<file path="src/rtl/trigger_crossbar_matrix.sv">
// trigger_crossbar_matrix: routes synchronised/raw trigger inputs to outputs with per-output mode, edge statistics and activity LEDs
module trigger_crossbar_matrix #(
    parameter int NUM_IN = 12,
    parameter int NUM_OUT = 12,
    parameter int PULSE_WIDTH = 16,
    parameter int LED_HOLD = 6250000,
    parameter int CNT_WIDTH = 32,
    localparam int SW = $clog2(NUM_IN),
    localparam int OW = $clog2(NUM_OUT),
    localparam int CW = SW + 2 + PULSE_WIDTH
) (
    input  logic                 clk,
    input  logic                 rst_n,
    input  logic [NUM_IN-1:0]    trig_in,
    output logic [NUM_OUT-1:0]   trig_out,
    input  logic                 cfg_wr_en,
    input  logic [OW-1:0]        cfg_addr,
    input  logic [CW-1:0]        cfg_wr_data,
    output logic [CW-1:0]        cfg_rd_data,
    input  logic [SW-1:0]        stat_sel,
    input  logic                 stat_clr,
    output logic [CNT_WIDTH-1:0] stat_count,
    output logic [NUM_IN-1:0]    trig_in_led,
    output logic [NUM_OUT-1:0]   trig_out_led
);
    localparam int LW = $clog2(LED_HOLD + 1);
    localparam logic [CW-1:0] CFG_RST = {PULSE_WIDTH'(1), 2'b00, SW'(0)};

    logic [NUM_IN-1:0] s1, s2, p, rise_in, any_in;
    logic [NUM_OUT-1:0] os1, os2, op, any_out;
    logic [CW-1:0] cfg [NUM_OUT];
    logic [CNT_WIDTH-1:0] ecnt [NUM_IN];
    logic cfg_wr_ok;

    assign rise_in = s2 & ~p;
    assign any_in = s2 ^ p;
    assign any_out = os2 ^ op;
    assign cfg_wr_ok = cfg_wr_en && int'(cfg_addr) < NUM_OUT;

    // Input synchronisers with history flop, plus resampling of the (partly combinational) outputs for the LEDs
    always_ff @(posedge clk) begin
        if (!rst_n) begin
            s1 <= '0;
            s2 <= '0;
            p <= '0;
            os1 <= '0;
            os2 <= '0;
            op <= '0;
        end else begin
            s1 <= trig_in;
            s2 <= s1;
            p <= s2;
            os1 <= trig_out;
            os2 <= os1;
            op <= os2;
        end
    end

    // Configuration table; out-of-range addresses are dropped
    always_ff @(posedge clk) begin
        if (!rst_n) begin
            for (int k = 0; k < NUM_OUT; k++) cfg[k] <= CFG_RST;
        end else if (cfg_wr_ok) begin
            cfg[cfg_addr] <= cfg_wr_data;
        end
    end

    // Registered readback; a write in the same cycle is forwarded so the new value shows immediately after
    always_ff @(posedge clk) begin
        if (!rst_n) cfg_rd_data <= '0;
        else cfg_rd_data <= (int'(cfg_addr) >= NUM_OUT) ? '0 : cfg_wr_ok ? cfg_wr_data : cfg[cfg_addr];
    end

    // Saturating rising-edge counters; a clear beats a coincident edge
    always_ff @(posedge clk) begin
        for (int k = 0; k < NUM_IN; k++) begin
            if (!rst_n || (stat_clr && int'(stat_sel) == k)) ecnt[k] <= '0;
            else if (rise_in[k] && ~&ecnt[k]) ecnt[k] <= ecnt[k] + 1'b1;
        end
    end

    // Registered counter readback, zero for nonexistent inputs
    always_ff @(posedge clk) begin
        if (!rst_n) stat_count <= '0;
        else stat_count <= (int'(stat_sel) < NUM_IN) ? ecnt[stat_sel] : '0;
    end

    for (genvar i = 0; i < NUM_IN; i++) begin : g_in_led
        logic [LW-1:0] hold;
        // Input LED hold-off timer, reloaded on every edge
        always_ff @(posedge clk) begin
            if (!rst_n) hold <= '0;
            else if (any_in[i]) hold <= LW'(LED_HOLD);
            else if (hold != '0) hold <= hold - 1'b1;
        end
        assign trig_in_led[i] = hold != '0;
    end

    for (genvar j = 0; j < NUM_OUT; j++) begin : g_out
        typedef enum logic {IDLE, HIGH} state_t;
        state_t state;
        logic [PULSE_WIDTH-1:0] cnt, len;
        logic [SW-1:0] src;
        logic [1:0] mode;
        logic valid, raw, rise, wr, pq;
        logic [LW-1:0] hold;

        assign {len, mode, src} = cfg[j];
        assign valid = int'(src) < NUM_IN;
        assign raw = valid && trig_in[src];
        assign rise = valid && mode == 2'd3 && rise_in[src];
        assign wr = cfg_wr_ok && int'(cfg_addr) == j;
        assign trig_out[j] = valid && (mode == 2'd1 ? raw : mode == 2'd2 ? ~raw : mode == 2'd3 && pq);

        // Retriggerable pulse stretcher; a config write to this output aborts any pulse in flight
        always_ff @(posedge clk) begin
            if (!rst_n || wr) begin
                state <= IDLE;
                cnt <= '0;
                pq <= 1'b0;
            end else begin
                pq <= state == HIGH;
                if (rise) begin
                    state <= HIGH;
                    cnt <= (len == '0) ? PULSE_WIDTH'(1) : len;
                end else if (state == HIGH) begin
                    state <= (cnt <= PULSE_WIDTH'(1)) ? IDLE : HIGH;
                    cnt <= cnt - 1'b1;
                end
            end
        end

        // Output LED hold-off timer fed by the resampled output
        always_ff @(posedge clk) begin
            if (!rst_n) hold <= '0;
            else if (any_out[j]) hold <= LW'(LED_HOLD);
            else if (hold != '0) hold <= hold - 1'b1;
        end
        assign trig_out_led[j] = hold != '0;
    end
endmodule

</file>
<file path="config.mk">
export PLATFORM = sky130hd
export DESIGN_NAME = trigger_crossbar_matrix
export DESIGN_NICKNAME = d
export VERILOG_FILES = /design/src/rtl/trigger_crossbar_matrix.sv
export SDC_FILE = /design/constraint.sdc
export NUM_CORES = 2
export LEC_CHECK = 0
export ABC_AREA = 1
export BUFFER_PORTS_ARGS = -buffer_cell sky130_fd_sc_hd__buf_2
export CORE_UTILIZATION = 60
export CTS_BUF_LIST = sky130_fd_sc_hd__clkbuf_4
export DETAILED_ROUTE_END_ITERATION = 6
export PLACE_DENSITY = 0.73
export SLEW_MARGIN = 20
export SYNTH_ARGS = -nofsm -noshare
export SYNTH_HDL_FRONTEND = slang
export SYNTH_SLANG_ARGS = --single-unit
</file>
<file path="constraint.sdc">
create_clock -name clk -period 6.55 [get_ports clk]
set_input_delay 0.3275 -clock clk [delete_from_list [all_inputs] [get_ports clk]]
set_output_delay 0.3275 -clock clk [all_outputs]
set_load 0.005 [all_outputs]
</file>
; Yosys cells after proc, flatten, opt, wreduce, memory -nomap -nowiden
; Memories as Yosys holds them, arrays and structs flattened. A register that Yosys moved wholly into a read port is not among the register bits.
; Index checks and enable logic that the tools add are counted.
[word_totals]
reg_bits = 840
ram_bits = 648
inputBits = 46
output_inout_bits = 90
mem_count = 2
[op_classes]
add_sub_neg = 48
magnitude_cmp = 39
n_eq_ne = 58
mux = 271
n_bitwise = 29
reduce_logical = 248
[mem_list]
columns = memory, words, width, read_ports, rd_clocked_by_memory_dff, wr, line_no
row1 = ecnt, 12, 32, 13, 1, 12, 32  ; logic [CNT_WIDTH-1:0] ecnt [NUM_IN];
row2 = cfg, 12, 22, 13, 1, 12, 31  ; logic [CW-1:0] cfg [NUM_OUT];
[ops]
columns = op, count
row1 = $mux 23, 48
row2 = $mux 16, 36
row3 = $reduce_bool 23->1, 24
row4 = $sub 23x1->23 const B, 24
row5 = $add 32x1->32 const B, 12
row6 = $mux 32, 12
row7 = $reduce_and 32->1, 12
row8 = $le 16x1->1 const B, 12
row9 = $logic_not 16->1, 12
row10 = $sub 16x1->16 const B, 12
row11 = $mux 1, 149
row12 = $logic_and 1x1->1, 97
row13 = $bmux 1 s4, 24
row14 = $reduce_bool 2->1, 36
row15 = $eq 4x4->1 const B, 16
row16 = $lt 4x5->1 const B, 12
row17 = $lt 4x4->1 const B, 14
row18 = $reduce_or 2->1, 25
row19 = $eq 2x2->1 const B, 24
row20 = $eq 2x1->1 const B, 12
row21 = $logic_or 1x1->1, 24
row22 = $xor 12x12->12, 2
row23 = $mux 22, 1
row24 = $reduce_or 22->1, 1
row25 = other kinds (11), 52

; Depth between registers and ports, before layout
[depth]
ltp_word = 7
mapped_depth = 14
mapped_depth_nobuf = 14

; Least setup slack after synthesis
; No wires, ideal clock.
[synth_path]
path_kind = reg-to-reg
from = memory ecnt[8][0]
to = memory ecnt[8][0] (enable)
setup_ns = 0.478
t_arrival_ns = 1.910
slack_ns = 4.162
stages_incl_launch_ff = 9
cell_sequence = edfxtp_1 > ha_1 > nand3_2 > nor2_2 > nand3_1 > nor3b_2 > nand3b_1 > nand2_1 > nand2_1
[synth_lines]
columns = element, line_no
row1 = start: declaration, 32

==> impl_metrics.env <==
export IMPL_ys_types=62
export IMPL_clk_pin_slew_ns=0.07
export IMPL_synthArstFlopShare=0
export IMPL_fin_cells=15100
export IMPL_cts_hold_repair_buffers=124
export IMPL_max_slew_margin_rel=0.178
export IMPL_syn_instance_count=12500
export IMPL_final_util=0.660
export IMPL_worstHoldPathType="primary input to register"
export IMPL_cts_setup_buffers=0
export IMPL_slowest_stage="edfxtp_1"
export IMPL_dieArea_um2=150000
export IMPL_dieHeight_um=388
export IMPL_rsz0062_at_grt="false"
export IMPL_numPortBuffers=135
export IMPL_cp_data_arrival_time_ns=3.72
export IMPL_ys_warnings_count=0
export IMPL_worstSetupStartpointType="register"
export IMPL_cts_made_buffers=415
export IMPL_grt_usage=0.356
export IMPL_ios=136
export IMPL_period_share=0.618
export IMPL_synth_area_per_cell_um2=7.12
export IMPL_firstDrtPassIters=7
export IMPL_irDropWorstVdd_v=0.000246
export IMPL_p_leak_nw=42.3
export IMPL_via_count=88600
export IMPL_ctsResizeCount=0
export IMPL_r2r_slack_ns=3.81
export IMPL_wl_per_cell_um=18.3
export IMPL_grt_max_degree=161
export IMPL_clock_latency_ns=1.40
export IMPL_crit_top_cell="nand2_1"
export IMPL_tightest_slew_ns=1.22
export IMPL_final_cell_area_um2=97500
export IMPL_cp_slowest_stage_delay_ns=0.57
export IMPL_vias_per_cell=5.86
export IMPL_cts_sinks=1542
export IMPL_synth_top_flop_cell="dfxtp_1"
export IMPL_antenna_found_initial=9
export IMPL_fp_dieW_um=388
export IMPL_status="finished, violations left"
export IMPL_cts_buffer_depth=4
export IMPL_cellPowerDensity_nw_per_um2=348
export IMPL_drt_initial_drc_count=9437
export IMPL_grt_overflow=0
export IMPL_areaGrowthSynthToFinish_pct=9.15
export IMPL_fillers=13300
export IMPL_ys_ff_latch=1542
export IMPL_clock_fmax_ghz=0.247
export IMPL_synth_area_um2=89300
export IMPL_core_area_um2=148000
export IMPL_htreeDepth=5
export IMPL_path_class="register to output pin"
export IMPL_crit_path_cell_trace="inv_1 > nand2_1 > nand3_1 > nand2_1 > o21ai_0 > nand3_1 > nor2_1 > nor2_1 > nand2_1 > inv_1 > buf_2"
export IMPL_worst_setup_path_end_kind="output pin"
export IMPL_cp_max_fo=13
export IMPL_maxCapViolCount=0
export IMPL_ant_nets=0
export IMPL_critical_path_top_delay_family="simple AND/OR/NAND/NOR gates"
export IMPL_fin_tns_setup_ns=0
export IMPL_dp_hpwl_mm=195
export IMPL_grt_first_pass_wirelength_mm=434
export IMPL_drive_gt1_frac=0.0826
export IMPL_fin_total_pwr_mw=34.0
export IMPL_wirelength_mm=277
export IMPL_dp_cells=14300
export IMPL_fin_worst_skew_ns=0.104
export IMPL_rows=141
export IMPL_finalSetupViolations=0
export IMPL_hold_violations=0
export IMPL_synthesis_nets=12700
export IMPL_cts_tree="done"
export IMPL_clock_tree_root_cell="clkbuf_4"
export IMPL_synth_edff_count=648
export IMPL_grt_pass1_vias=81900
export IMPL_postPlaceCellArea_um2=91100
export IMPL_final_net_count=13000
export IMPL_gp_congestion=1.02
export IMPL_crit_buf_inv=3
export IMPL_violations="design-rule violations"
export IMPL_initial_utilization=0.605
export IMPL_crit_required_ns=6.22
export IMPL_layout_min_cycle_time_ns=4.05
export IMPL_slew_viol_final=0
export IMPL_drc=1
export IMPL_yosysSeqAreaShare=0.418
-- placed cells by master, fill, tap and decap left out, drive strengths merged, types with 69 or more instances in the layout --
cell type | netlist | final
or2 | 93 | 93
nand3b | 119 | 119
clkbuf | 235 | 606
nor4 | 94 | 94
nor3 | 351 | 351
a21oi | 696 | 696
nand2 | 2795 | 2795
nand3 | 973 | 973
buf | 169 | 202
dfxtp | 894 | 894
nor2 | 2352 | 2352
ha | 72 | 72
a22oi | 162 | 162
edfxtp | 648 | 648
o21ai | 346 | 346
inv | 1335 | 1334
dlygate4sd3 | 0 | 124
a31oi | 74 | 74
xnor2 | 169 | 169
o221ai | 69 | 69
nand4 | 359 | 359
xor2 | 262 | 262
clkinv | 11 | 119
-- cells in the mapped netlist (11+ instances only) --
| library cell | n | area share |
|---|---|---|
| a211oi_1 | 23 | 0.0019 |
| a21oi_1 | 684 | 0.038 |
| a21oi_4 | 12 | 0.0022 |
| a22oi_1 | 162 | 0.014 |
| a31o_2 | 24 | 0.0024 |
| a31oi_1 | 74 | 0.0052 |
| and2_1 | 14 | 0.00098 |
| and3_1 | 11 | 0.00077 |
| buf_1 | 26 | 0.0011 |
| buf_2 | 99 | 0.0055 |
| buf_4 | 28 | 0.0024 |
| buf_6 | 16 | 0.0020 |
| clkbuf_1 | 229 | 0.0096 |
| clkinv_1 | 11 | 0.00046 |
| dfxtp_1 | 894 | 0.20 |
| edfxtp_1 | 648 | 0.22 |
| ha_1 | 72 | 0.010 |
| inv_1 | 1313 | 0.055 |
| inv_2 | 22 | 0.00092 |
| nand2_1 | 2774 | 0.12 |
| nand2_2 | 20 | 0.0014 |
| nand3_1 | 946 | 0.053 |
| nand3_2 | 17 | 0.0019 |
| nand3b_1 | 119 | 0.010 |
| nand4_1 | 358 | 0.025 |
| nor2_1 | 2326 | 0.098 |
| nor2_2 | 20 | 0.0014 |
| nor3_1 | 338 | 0.019 |
| nor3_2 | 12 | 0.0013 |
| nor3b_1 | 51 | 0.0043 |
| nor4_1 | 94 | 0.0066 |
| o211ai_1 | 30 | 0.0025 |
| o21a_1 | 13 | 0.0011 |
| o21ai_0 | 298 | 0.017 |
| o21ai_1 | 33 | 0.0018 |
| o21ai_2 | 15 | 0.0015 |
| o221ai_1 | 69 | 0.0068 |
| o22ai_1 | 49 | 0.0034 |
| o31ai_1 | 12 | 0.0010 |
| or2_2 | 90 | 0.0063 |
| xnor2_1 | 169 | 0.017 |
| xor2_1 | 262 | 0.026 |
-- stage by stage --
stage | hold WS, ns | setup slack (ns)
after floorplan | 0.390 | 4.16
after global routing | 0.00866 | 2.28
final | 0.126 | 2.50
after detailed placement | 0.399 | 2.52
after CTS | 0.00103 | 2.60
after global placement | 0.393 | 2.60
-- area by class of cell --
class	instances	area, um^2	area share
multi-input cells	9253	45100	0.462
flip-flops and latches	1542	37400	0.383
inverters	1346	5060	0.0519
clock buffers	606	4550	0.0467
repair buffers	326	2440	0.0250
well taps	1930	2410	0.0248
clock inverters	112	546	0.00560
diodes	18	45.0	0.000462
-- state kept, by name, indices dropped and copies added (netlist names), 22 cells and up --
name           cells
stat_count        32
g_out.cnt        192
cfg_rd_data       22
g_in_led.hold    276
cfg              264
g_out.hold       276
ecnt             384
-- worst reg2reg max path, delay by kind of cell, from the launching register on --
family	cells	cell delay (ns)
DFF	1	0.57
and+or+nand+nor	7	1.38
AOI/OAI and AO/OA	1	0.06
buffers and inverters	2	0.61
-- final timing paths --
check                           depth (start not counted)         from          endpoint
worst max-delay path                                   11    cfg[3][0]       trig_out[3]
worst min-delay path                                    8  stat_sel[0]     stat_count[7]
worst max register to register                         10    cfg[0][0]  g_out[0].cnt[13]
worst min register to register                          2        s1[3]             s2[3]
-- per-layer routing --
metal / share of wire / global-route usage
met1: 0.40 / 0.464
met2: 0.45 / 0.559
met3: 0.098 / 0.0655
met4: 0.058 / 0.199
met5: 0.000036 / 0
-- report_power, final --
part	switching, mW	internal (mW)	leakage (nW)
clock network	4.13	4.37	3.04
logic	7.99	4.37	25.4
registers	1.55	11.6	13.9
total	13.7	20.3	42.3
-- logic make-up (layout without fill, tap and decap cells) --
family / Yosys count / after routing / synth area share
flip-flops: 1542 / 1542 / 0.418
buffers and inverters: 1750 / 2390 / 0.0775
AND/OR/NAND/NOR: 7225 / 7225 / 0.351
other: 0 / 18 / 0
XOR/XNOR: 431 / 431 / 0.0423
AO/OA/AOI/OAI: 1525 / 1525 / 0.101
adder cells (fa/ha/maj): 72 / 72 / 0.0101
(Power assumes the default switching activity.)
